## config.mk

```make
export PLATFORM = sky130hd
export DESIGN_NAME = ram_arbiter
export DESIGN_NICKNAME = d
export VERILOG_FILES = /design/src/rtl/ram_arbiter.sv
export SDC_FILE = /design/constraint.sdc
export NUM_CORES = 1
export LEC_CHECK = 0
export CORE_ASPECT_RATIO = 0.75
export CORE_MARGIN = 2
export CORE_UTILIZATION = 41
export DETAILED_ROUTE_END_ITERATION = 8
export HOLD_SLACK_MARGIN = 0.03
export PLACE_DENSITY = 0.77
export SKIP_CTS_REPAIR_TIMING = 1
export SLEW_MARGIN = 5
export SYNTH_ARGS = -nofsm -noshare
export SYNTH_HDL_FRONTEND = slang
export SYNTH_SLANG_ARGS = --single-unit
```

## constraint.sdc

```tcl
create_clock -name clock -period 1.95 [get_ports clock]
set_input_delay 0.585 -clock clock [delete_from_list [all_inputs] [get_ports clock]]
set_output_delay 0.585 -clock clock [all_outputs]
set_load 0.02 [all_outputs]
```

## src/rtl/ram_arbiter.sv

```systemverilog
// Two-requester access controller for the 512x32 Mini-SRC memory port.
// Define RAM_ARB_CPU_PRIORITY_EN for fixed CPU priority instead of round-robin.
module ram_arbiter #(
  parameter int ADDR_W        = 9,
  parameter int DATA_W        = 32,
  parameter int STROBE_CYCLES = 1
) (
  input  logic              clock,
  input  logic              clear_n,
  input  logic              cpu_req,
  input  logic              cpu_we,
  input  logic [ADDR_W-1:0] cpu_addr,
  input  logic [DATA_W-1:0] cpu_wdata,
  output logic              cpu_ack,
  output logic [DATA_W-1:0] cpu_rdata,
  input  logic              dbg_req,
  input  logic              dbg_we,
  input  logic [ADDR_W-1:0] dbg_addr,
  input  logic [DATA_W-1:0] dbg_wdata,
  output logic              dbg_ack,
  output logic [DATA_W-1:0] dbg_rdata,
  output logic [ADDR_W-1:0] ram_address,
  output logic [DATA_W-1:0] ram_D,
  output logic              ram_read,
  output logic              ram_write,
  input  logic [DATA_W-1:0] ram_Q,
  output logic              busy,
  output logic              owner
);

  typedef enum logic [2:0] {
    IDLE,
    SETUP,
    STROBE,
    CAPTURE,
    ACK
  } state_t;

  localparam logic [1:0] CNT_INIT = 2'(STROBE_CYCLES - 1);

  state_t     state;
  state_t     nstate;
  logic [1:0] cnt;
  logic       lat_we;
  logic       any_req;
  logic       grant;

  assign any_req = cpu_req | dbg_req;

  // grant: 0 = CPU, 1 = debug; only meaningful when any_req
`ifdef RAM_ARB_CPU_PRIORITY_EN
  always_comb begin
    grant = !cpu_req;
  end
`else
  always_comb begin
    grant = dbg_req;
    if (cpu_req && dbg_req)
      grant = !owner;
  end
`endif

  always_ff @(posedge clock or negedge clear_n) begin
    if (!clear_n)
      state <= IDLE;
    else
      state <= nstate;
  end

  always_comb begin
    nstate = state;
    unique case (state)
      IDLE:    if (any_req) nstate = SETUP;
      SETUP:   nstate = STROBE;
      STROBE:  if (cnt == 2'd0) nstate = CAPTURE;
      CAPTURE: nstate = ACK;
      ACK:     nstate = IDLE;
      default: nstate = IDLE;
    endcase
  end

  always_comb begin
    ram_read  = 1'b0;
    ram_write = 1'b0;
    cpu_ack   = 1'b0;
    dbg_ack   = 1'b0;
    busy      = (state != IDLE);
    unique case (state)
      STROBE: begin
        ram_write = lat_we;
        ram_read  = !lat_we;
      end
      ACK: begin
        cpu_ack = !owner;
        dbg_ack = owner;
      end
      default: ;
    endcase
  end

  // payload is frozen at grant so requester changes after IDLE are ignored
  always_ff @(posedge clock or negedge clear_n) begin
    if (!clear_n) begin
      lat_we      <= 1'b0;
      ram_address <= '0;
      ram_D       <= '0;
      owner       <= 1'b1;
      cnt         <= 2'd0;
    end else begin
      if (state == IDLE && any_req) begin
        owner <= grant;
        if (grant) begin
          lat_we      <= dbg_we;
          ram_address <= dbg_addr;
          ram_D       <= dbg_wdata;
        end else begin
          lat_we      <= cpu_we;
          ram_address <= cpu_addr;
          ram_D       <= cpu_wdata;
        end
      end
      if (state == SETUP)
        cnt <= CNT_INIT;
      else if (state == STROBE && cnt != 2'd0)
        cnt <= cnt - 2'd1;
    end
  end

  always_ff @(posedge clock or negedge clear_n) begin
    if (!clear_n) begin
      cpu_rdata <= '0;
      dbg_rdata <= '0;
    end else if (state == CAPTURE && !lat_we) begin
      if (owner)
        dbg_rdata <= ram_Q;
      else
        cpu_rdata <= ram_Q;
    end
  end

endmodule

```

# Yosys cells after proc, flatten, opt, wreduce, memory -nomap -nowiden
# Cells that the tools add are included.
totals:
  input_bits: 120
  word_cells: 44
  regBits: 112
op_classes:
  n_mux: 13
  add_sub_neg: 1
  bitwise: 2
  reduce_logical: 14
  n_eq_ne: 6
op_table:
  columns: ["cell", "n"]
  rows:
  - ["32-bit 2-to-1 mux", 1]
  - ["3-bit one-hot mux with 4 select lines", 1]
  - ["9-bit 2-to-1 mux", 1]
  - ["3-bit by 2-bit equality test with 1-bit output (second input constant)", 2]
  - ["1-bit 2-to-1 mux", 6]
  - ["3-bit 2-to-1 mux", 2]
  - ["2-bit AND reduction", 3]
  - ["1-bit logical AND", 4]
  - ["2-bit 2-to-1 mux", 2]
  - ["2-bit inequality test (second input constant)", 2]
  - ["2-bit nonzero test", 2]
  - ["3-bit by 1-bit equality test with 1-bit output (second input constant)", 1]
  - ["3-bit equality test (second input constant)", 1]
  - ["3-bit logical NOT", 1]
  - ["3-bit nonzero test", 1]
  - ["1-bit logical NOT", 2]
  - ["2-bit logical NOT", 1]
  - ["2-bit by 1-bit subtractor with 2-bit output (second input constant)", 1]
  - ["1-bit inverter", 1]
  - ["1-bit bitwise OR", 1]

# Longest topological paths before layout
# Gate-level depths: netlist of the first run.
depth:
  depth_word: 4
  mapped_depth: 6

# Least setup slack after synthesis of the first run
# OpenSTA, ideal clock, no wires.
synth_path:
  kind: "register to output"
  start: "reg owner"
  end: "out dbg_ack"
  path_slack_ns: -0.021
  arrival_ns: 1.386
  path_stages_with_launch: 2
  required_time_ns: 1.365
  n_path_buf: 0
  path_cell_list: "dfstp_2 > nor4bb_1"
synth_via:
  elab_chain_cells: 1
synth_lines:
  columns: ["element", "line", "rtl"]
  rows:
  - ["from (decl)", "28", "output logic owner"]
  - ["from (signal assigned)", "111", "owner <= grant;"]
  - ["1-bit 2-to-1 mux", "88", "unique case (state)"]
  - ["to (decl)", "20", "output logic dbg_ack,"]
# Every way passes these cells.

# Worst setup path in the final report of the first run
# Same ends and word-level chain as after synthesis.

==> qor.csv, run 1 <==
stage,metric,value,unit
grt,grt_max_degree,42,
final_layout,diodes,0,
die,die_x,129,um
final_layout,areaGrowthSynthToFinish,63.6,%
routing,drt_pass1_iterations,4,
clock_tree,cts.path.max_buffers,2,
power,cellLeakagePower,3.69,nW
synth,async_reset_ff_frac,1.00,
die,initial_core_util,0.418,
final_layout,layout_commonest_cell,clkdlybuf4s50_1,
critical_path,critPathKind,reg2out,
final_layout,layout.nets,682,
min_path,hold_class,in2async,
timing,min_period_over_period,1.00,
critical_path,cp.required,1360,ps
run_status,violations,setup timing,
power,powerDensity,1670,nW/um^2
die,die_h,97.7,um
final_layout,final_design_area_no_fill,7850,um^2
synth,syn_nets,441,
synth,synth_top_area_frac,0.579,
critical_path,critPathCaptureType,output port,
critical_path,cp_num_buf_inv,1,
timing,worst_pin_slew,414,ps
critical_path,crit_path_cell_trace,nor4bb_2 -> buf_4,
critical_path,slowest_stage,dfstp_2,
synth,synth_top_area_cell,dfrtp_1,
grt,grt_pass1_vias,3839,
clock_tree,clk_pin_slew,80,ps
routing,vias_per_cell,5.22,
clock_tree,cts_tree,yes,
power,ir_drop,0.738,mV
clock_tree,cts_max_level,3,
timing,max_slew_margin,0.724,
synth,synth.avg_cell_area,15.0,um^2
die,rows,34,
clock_tree,cts-root-buf,clkbuf_16,
critical_path,critical-path-max-stage-delay,560,ps
timing,period_needed,1950,ps
synth,synth_cells,320,
final_layout,drive_gt1_frac,0.293,
routing,final_antenna_net_count,0,
synth,ys_seq_elements,112,
timing,slew_violations,0,
placement,dp_hpwl,9650,um
job,cap_violations,0,
placement,place_congestion,0.838,
critical_path,cp_max_fo,4,
routing,drtIter0Drc,136,
synth,yosysUniqueCellTypes,32,
synth,synthTopCellsByArea,"dfrtp_1 58%, o221a_2 9.9%, mux2_4 9.4%",
grt,grt_antenna_before_repair,0,
grt,grt_pass1_wl,20400,um
critical_path,crit_family,flip-flops,
synth,synth_edf_count,0,
synth,syn_area,4800,um^2
grt,globalRoute.totalOverflow,0,
clock_tree,clock-sinks,112,
clock_tree,numCtsBuffers,9,
timing,rsz0062_at_grt,true,
final_layout,final_cell_mix,"189 x clkdlybuf4s50_1, 108 x dfrtp_1, 42 x a21o_1, 42 x o221a_2, 35 x dlymetal6s2s_1",
clock_tree,clk_latency,340,ps
critical_path,start_kind,flop,
grt,grt_usage,0.208,
critical_path,arrival,1370,ps
timing,finalClockSkew,7.44,ps
routing,vias,3704,
timing,fmax,0.512,GHz
routing,routedWlPerCell,19.1,um
die,die-area,12600,um^2
timing,worst_slack,-4.79,ps
placement,dpl_cell_area,7420,um^2
routing,drcViolationCount,0,
placement,portBuffers,230,
die,pin_count,231,
final_layout,finalCoreUtilization,0.683,
synth,ys_seq_area_frac,0.585,
timing,hold_violations,0,
synth,synth-main-ff-cell,dfrtp_1,
die,core,11500,um^2
synth,synth_warnings,0,
routing,wirelength,13600,um
run_status,outcome,finished with violations,
timing,finalSetupViolCount,1,
## synth_stat cells, drive strengths merged, types with 3 or more instances
library cell,count
dfrtp,111
mux2,64
a21o,42
o221a,42
buf,19
clkbuf,9
nand2b,4
inv,3
nor3,3
## power breakdown
part / internal, mW / switching [mW] / leakage [nW]
registers: 3.47 / 0.657 / 1.30
clock network: 0.887 / 0.858 / 0.134
logic: 4.00 / 3.24 / 2.25
## sequential cells by signal, summed over array words and instances (netlist names)
name	count
ram_address	9
cnt	2
cpu_rdata	32
owner	1
dbg_rdata	32
state	3
lat_we	1
ram_D	32
## kinds of logic after synthesis
kind of cell,count (synthesis),synth area share
flip-flops,112,0.585
XOR/XNOR,1,0.00183
AO/OA/AOI/OAI,91,0.175
multiplexers,65,0.176
buffers and inverters,31,0.0344
AND/OR/NAND/NOR,19,0.0256
adder cells (fa/ha/maj),1,0.00261
## final timing paths
path	startpoint	end	slack, ps	cells past startpoint
min	clear_n	cpu_rdata[28]	160	1
min reg2reg	cnt[1]	cnt[1]	490	1
max in group asynchronous	clear_n	owner	1190	2
min in group clock	cnt[1]	cnt[1]	490	1
max reg2reg	state[2]	ram_D[27]	80	6
max	owner	dbg_ack	-5	2
## stage by stage
stage	cells	power (mW)	TNS [ps]	worst slack, ps	hold WS, ps
floorplan	320	8.00	0	51.9	289
global placement	691	11.2	-2030	-107	477
detailed placement	691	11.4	-3520	-129	474
CTS	707	13.2	-3290	-509	169
global route	710	13.8	-125	-39.2	181
finish	710	13.1	-4.79	-4.79	161
## routing by layer
layer	up-vias	wire, um	track usage
li1	1696	-	-
met2	166	6430	0.336
met3	16	1170	0.0760
met1	1826	5770	0.262
met4	0	198	0.0627
met5	-	0	0
## worst register-to-register path, cell delays in order, from the launching register on
cell	delay (ps)
dfrtp_2	430
buf_4	160
nor3_4	230
buf_6	230
nand3_1	210
buf_4	230
o221a_2	270
## area by class of cell
cell class	instances	area (um^2)
Fill cell	814	3640
Multi-Input combinational cell	177	1870
Clock inverter	6	51.3
Sequential cell	112	2810
Clock buffer	10	229
Inverter	3	11.3
Tap cell	144	180
Timing Repair Buffer	258	2700
(Power assumes the default switching activity.)
==> inputs of run 2 (changes only) <==
- CORE_ASPECT_RATIO: 0.75 -> not set
==> run 2 against run 1 <==
  * The run still ends with setup timing left
  * Non-clock buffer count decreased by 3
  * Combinational power decreased by 1%
  * Clock power increased by 18%
  * Clock skew about the same
  * Flip-flop and latch count unchanged
  * Die area about the same
  * Worst setup slack got worse by 52 ps
  * Core utilization increased by 0.56 points
  * Critical path depth increased by 1
  * Power increased by 2.0%
  * Register-to-register slack improved by 50 ps
==> qor.csv, run 2 (synthesis gave the netlist of run 1 again) <==
stage,metric,value,unit,change
critical_path,critPathCaptureType,output port,,
critical_path,r2r_slack,130,ps,+50 ps
grt,grt_pass1_wl,21400,um,+5.0%
grt,grt_pass1_vias,3969,,+3.4%
grt,grt_antenna_before_repair,0,,unchanged
grt,grt_usage,0.213,,+0.00462
die,die_h,112,um,+15%
clock_tree,clk_latency,340,ps,about the same
clock_tree,cts_tree,yes,,
grt,globalRoute.totalOverflow,0,,unchanged
timing,min_period_over_period,1.03,,+0.0267
job,cap_violations,0,,unchanged
die,core,11400,um^2,-0.59%
routing,drt_pass1_iterations,4,,unchanged
placement,dp_hpwl,9650,um,about the same
routing,vias_per_cell,5.35,,+2.6%
power,powerDensity,1700,nW/um^2,+1.8%
timing,hold_violations,0,,unchanged
critical_path,crit_top_cell,buf_4,,
final_layout,layout.nets,679,,-0.44%
placement,portBuffers,230,,unchanged
routing,vias,3778,,+2.0%
critical_path,cp_max_fo,7,,+3
run_status,violations,setup timing,,
critical_path,critPathKind,reg2out,,
critical_path,arrival,1420,ps,+50 ps
critical_path,timing.rr.start,owner,,
timing,slew_violations,0,,unchanged
timing,finalSetupViolCount,2,,+1
final_layout,diodes,0,,unchanged
final_layout,fin_cells,706,,-0.56%
routing,final_antenna_net_count,0,,unchanged
final_layout,multi_input_area,1870,um^2,+0.20%
final_layout,drive_gt1_frac,0.284,,-0.00909
grt,grt_util_met1,0.270,,+0.00856
critical_path,critical-path-max-stage-delay,470,ps,-90 ps
critical_path,crit_family,flip-flops,,
critical_path,cp.required,1360,ps,about the same
timing,finalClockSkew,7.34,ps,-0.0944 ps
die,rows,39,,+15%
final_layout,layout_commonest_cell,clkdlybuf4s50_1,,
placement,place_congestion,0.829,,-1.1%
final_layout,areaGrowthSynthToFinish,63.9,%,
power,p_total,13.4,mW,+2.0%
final_layout,reg_top3,"cpu_rdata x32, dbg_rdata x32, ram_D x32",,
power,ir_drop,0.982,mV,+33%
critical_path,cp_num_buf_inv,2,,+1
final_layout,fillCellCount,816,,+0.25%
power,cellLeakagePower,3.74,nW,+1.5%
routing,drcViolationCount,0,,unchanged
final_layout,seqCellArea,2810,um^2,about the same
die,initial_core_util,0.420,,+0.00247
timing,worst_pin_slew,592,ps,+178 ps
timing,fmax,0.498,GHz,-2.6%
routing,wirelength,13600,um,about the same
critical_path,slowest_stage,dfrtp_2,,
critical_path,start_kind,flop,,
critical_path,reg2reg_to,dbg_rdata[25],,
timing,rsz0062_at_grt,true,,
clock_tree,clock-sinks,112,,unchanged
grt,met3_usage,0.0761,,+0.000143
die,die-area,12600,um^2,about the same
final_layout,final_cell_mix,"181 x clkdlybuf4s50_1, 109 x dfrtp_1, 44 x dlymetal6s2s_1, 42 x a21o_1, 42 x o221a_2",,
clock_tree,cts-root-buf,clkbuf_16,,
grt,grt_max_degree,113,,+170%
clock_tree,clk_pin_slew,80,ps,about the same
clock_tree,cts.path.max_buffers,2,,unchanged
critical_path,reg2regPathDepth,4,,-2
timing,period_needed,2010,ps,+52.1 ps
clock_tree,numCtsBuffers,9,,unchanged
grt,grtUsageMet2,0.341,,+0.00518
placement,placed_cells,688,,-0.43%
min_path,hold_class,in2async,,
die,pin_count,231,,unchanged
critical_path,crit_path_cell_trace,buf_4 -> nor4bb_4 -> buf_4,,
clock_tree,cts_max_level,3,,unchanged
routing,routedWlPerCell,19.2,um,+0.63%
timing,max_slew_margin,0.606,,-0.119
routing,drtIter0Drc,237,,+74%
grt,busiest_layer,met2,,
run_status,outcome,finished with violations,,
timing,worst_slack,-56.9,ps,-52.1 ps
die,die_x,112,um,-13%
-- run 2: layout make-up --
cell class / instances / area share
inverter: 3 / 0.00143
tap: 143 / 0.0228
clock buffer: 9 / 0.0286
multi-input combinational: 177 / 0.238
timing repair buffer: 255 / 0.338
clock inverter: 7 / 0.0138
sequential: 112 / 0.357
-- run 2: through the flow --
| stage | setup WS (ps) | hold slack (ps) | TNS, ps | util | instance area, um^2 |
|---|---|---|---|---|---|
| after CTS | -522 | 338 | -6960 | 0.676 | 7720 |
| after global placement | -76.0 | 470 | -3140 | 0.647 | 7390 |
| after floorplan | 51.9 | 289 | 0 | - | 4800 |
| after detailed placement | -136 | 477 | -6040 | 0.647 | 7390 |
| final | -56.9 | 310 | -67.6 | 0.689 | 7860 |
| after global routing | -143 | 365 | -313 | 0.689 | 7860 |
-- run 2: worst max path at each step --
stage	from	to	slack (ps)	cells past startpoint
floorplan	state[0]	cpu_ack	50	2
global placement	state[0]	cpu_ack	-80	2
detailed placement	state[0]	cpu_ack	-140	2
CTS	state[0]	cpu_ack	-520	2
global route	state[1]	dbg_ack	-140	3
finish	state[1]	dbg_ack	-60	3
-- run 2: power by group --
part	switching, mW	total (mW)	internal (mW)	leakage [nW]
sequential	0.708	4.18	3.47	1.30
clock	0.894	2.05	1.16	0.164
combinational	3.19	7.15	3.96	2.27
-- run 2: per-layer routing --
metal | vias to the layer above | wire [um]
li1 | 1690 | -
met1 | 1875 | 5610
met2 | 193 | 6510
met3 | 20 | 1250
met4 | 0 | 209
met5 | - | 0
==> inputs of run 3 (changes only) <==
- MAX_ROUTING_LAYER: not set -> met4
- RECOVER_POWER: not set -> 25
==> run 3 against run 2 <==
  * The flow still finishes with violations (setup timing)
  * Routed wire length about the same
  * Sequential share of layout area increased by 0.080 points
  * Non-clock buffer count unchanged
  * Flip-flop and latch count unchanged
  * Core utilization decreased by 0.15 points
  * Hold slack improved by 180 ps
  * Fmax about the same
  * Highest routed layer unchanged
==> qor.csv, run 3 (synthesis gave the netlist of run 1 again) <==
stage,metric,value,unit,change
die,rows,39,,unchanged
critical_path,r2r_slack,130,ps,about the same
run_status,outcome,finished with violations,,
final_layout,fin_cells,706,,unchanged
grt,met3_usage,0.0616,,-0.0146
timing,max_slew_margin,0.0107,,-0.595
die,die-area,12600,um^2,unchanged
critical_path,startpoint,state[1],,
die,pin_count,231,,unchanged
timing,worst_slack,-55.8,ps,+1.11 ps
timing,finalClockSkew,8.12,ps,+0.782 ps
final_layout,final_design_area_no_fill,7850,um^2,-0.22%
final_layout,seqCellArea,2810,um^2,unchanged
critical_path,reg2regPathDepth,4,,unchanged
routing,drtIter0Drc,202,,-15%
final_layout,diodes,0,,unchanged
grt,grt_antenna_before_repair,0,,unchanged
die,core,11400,um^2,unchanged
clock_tree,cts_tree,yes,,
grt,grt_max_degree,113,,unchanged
grt,grt_util_met1,0.281,,+0.0107
clock_tree,clk_pin_slew,80,ps,about the same
placement,place_congestion,0.842,,+1.5%
critical_path,critPathKind,reg2out,,
timing,hold_violations,0,,unchanged
clock_tree,numCtsBuffers,9,,unchanged
routing,drt_pass1_iterations,4,,unchanged
job,cap_violations,0,,unchanged
power,power_frac_comb,0.534,,about the same
routing,final_antenna_net_count,0,,unchanged
critical_path,cp.required,1360,ps,about the same
critical_path,critPathCaptureType,output port,,
timing,min_period_over_period,1.03,,about the same
routing,routedWlPerCell,19.2,um,about the same
final_layout,multi_input_area,1870,um^2,unchanged
power,p_seq_frac,0.313,,about the same
timing,setup_tns,-62.7,ps,+4.95 ps
grt,busiest_layer,met2,,
grt,grt_usage,0.220,,+0.00671
placement,dp_hpwl,9650,um,unchanged
die,die_h,112,um,unchanged
grt,grtUsageMet2,0.341,,-0.000402
die,initial_core_util,0.420,,unchanged
clock_tree,cts_max_level,3,,unchanged
critical_path,reg2reg_to,dbg_rdata[3],,
placement,placed_cells,688,,unchanged
critical_path,endpoint,dbg_ack,,
run_status,violations,setup timing,,
critical_path,timing.rr.start,owner,,
critical_path,cp_max_fo,7,,unchanged
clock_tree,cts.path.max_buffers,2,,unchanged
routing,vias,3771,,-0.19%
power,ir_drop,0.982,mV,about the same
timing,fmax,0.499,GHz,about the same
critical_path,start_kind,flop,,
final_layout,reg_top3,"cpu_rdata x32, dbg_rdata x32, ram_D x32",,
final_layout,drive_gt1_frac,0.284,,unchanged
timing,worst_pin_slew,1480,ps,+892 ps
routing,vias_per_cell,5.34,,-0.19%
timing,rsz0062_at_grt,true,,
timing,finalSetupViolCount,2,,unchanged
grt,globalRoute.totalOverflow,0,,unchanged
power,p_total,13.4,mW,about the same
die,die_x,112,um,unchanged
timing,period_needed,2010,ps,-1.11 ps
final_layout,areaGrowthSynthToFinish,63.6,%,
placement,portBuffers,230,,unchanged
power,power_frac_clock,0.153,,about the same
grt,grt_pass1_vias,3981,,+0.30%
clock_tree,clock-sinks,112,,unchanged
routing,wirelength,13600,um,about the same
clock_tree,clk_latency,340,ps,about the same
critical_path,arrival,1420,ps,about the same
power,switchingPower,4.79,mW,about the same
placement,dpl_cell_area,7390,um^2,unchanged
power,netSwitchingFraction,0.358,,about the same
power,cellLeakagePower,3.72,nW,-0.48%
min_path,hold_class,reg2reg,,
final_layout,layout.nets,679,,unchanged
grt,grt_pass1_wl,21400,um,-0.16%
clock_tree,cts-root-buf,clkbuf_16,,
power,power.internal,8.59,mW,about the same
final_layout,final_cell_mix,"183 x clkdlybuf4s50_1, 109 x dfrtp_1, 42 x a21o_1, 42 x o221a_2, 42 x dlymetal6s2s_1",,
final_layout,fillCellCount,820,,+0.49%
timing,hold-worst-slack,494,ps,+184 ps
final_layout,layout_commonest_cell,clkdlybuf4s50_1,,
routing,drcViolationCount,0,,unchanged
timing,slew_violations,0,,unchanged
power,powerDensity,1700,nW/um^2,+0.22%
run 3: cell types whose count changed in the layout (fill, tap and decap cells not counted):
cell	change
clkdlybuf4s50_1	+2
buf_12	-1
clkbuf_4	+1
dlymetal6s2s_1	-2
run 3: worst min-delay path by stage:
stage	start	end	slack, ps	depth (start not counted)
2_1_floorplan	clear_n	cnt[0]	290	0
3_3_place_gp	cpu_rdata[1]	cpu_rdata[1]	470	1
3_5_place_dp	cpu_rdata[1]	cpu_rdata[1]	480	1
4_1_cts	clear_n	cpu_rdata[29]	340	2
5_1_grt	cpu_rdata[13]	cpu_rdata[13]	520	1
6_report	cpu_rdata[1]	cpu_rdata[1]	490	1
run 3: routing by layer:
layer / wire length, um / up-vias
met2: 6530 / 192
met5: 0 / -
met1: 5750 / 1871
met4: 206 / 0
met3: 1080 / 18
li1: - / 1690
run 3: stage by stage:
stage | util | setup slack, ps
after floorplan | - | 51.9
after global placement | 0.647 | -76.0
after detailed placement | 0.647 | -136
after CTS | 0.676 | -522
after global routing | 0.687 | -143
final | 0.687 | -55.8
run 3: power groups by stage:
stage / sequential (mW) / combinational, mW / clock (mW)
2_1_floorplan: 5.41 / 2.59 / 0
3_3_place_gp: 4.14 / 7.03 / 0
3_5_place_dp: 4.21 / 7.18 / 0
4_1_cts: 4.20 / 7.21 / 2.10
5_1_grt: 4.32 / 7.54 / 2.19
6_report: 4.18 / 7.15 / 2.05
run 3: cell type report:
class                           count  share of cell area
Timing Repair Buffer              255               0.337
Clock inverter                      7              0.0139
Sequential cell                   112               0.358
Inverter                            3             0.00144
Clock buffer                        9              0.0287
Tap cell                          143              0.0228
Multi-Input combinational cell    177               0.239
run 3: critical path: stages (launching register included):
cell and delay (ps):
dfrtp_2 470, buf_4 160, nor4bb_4 270, buf_4 180
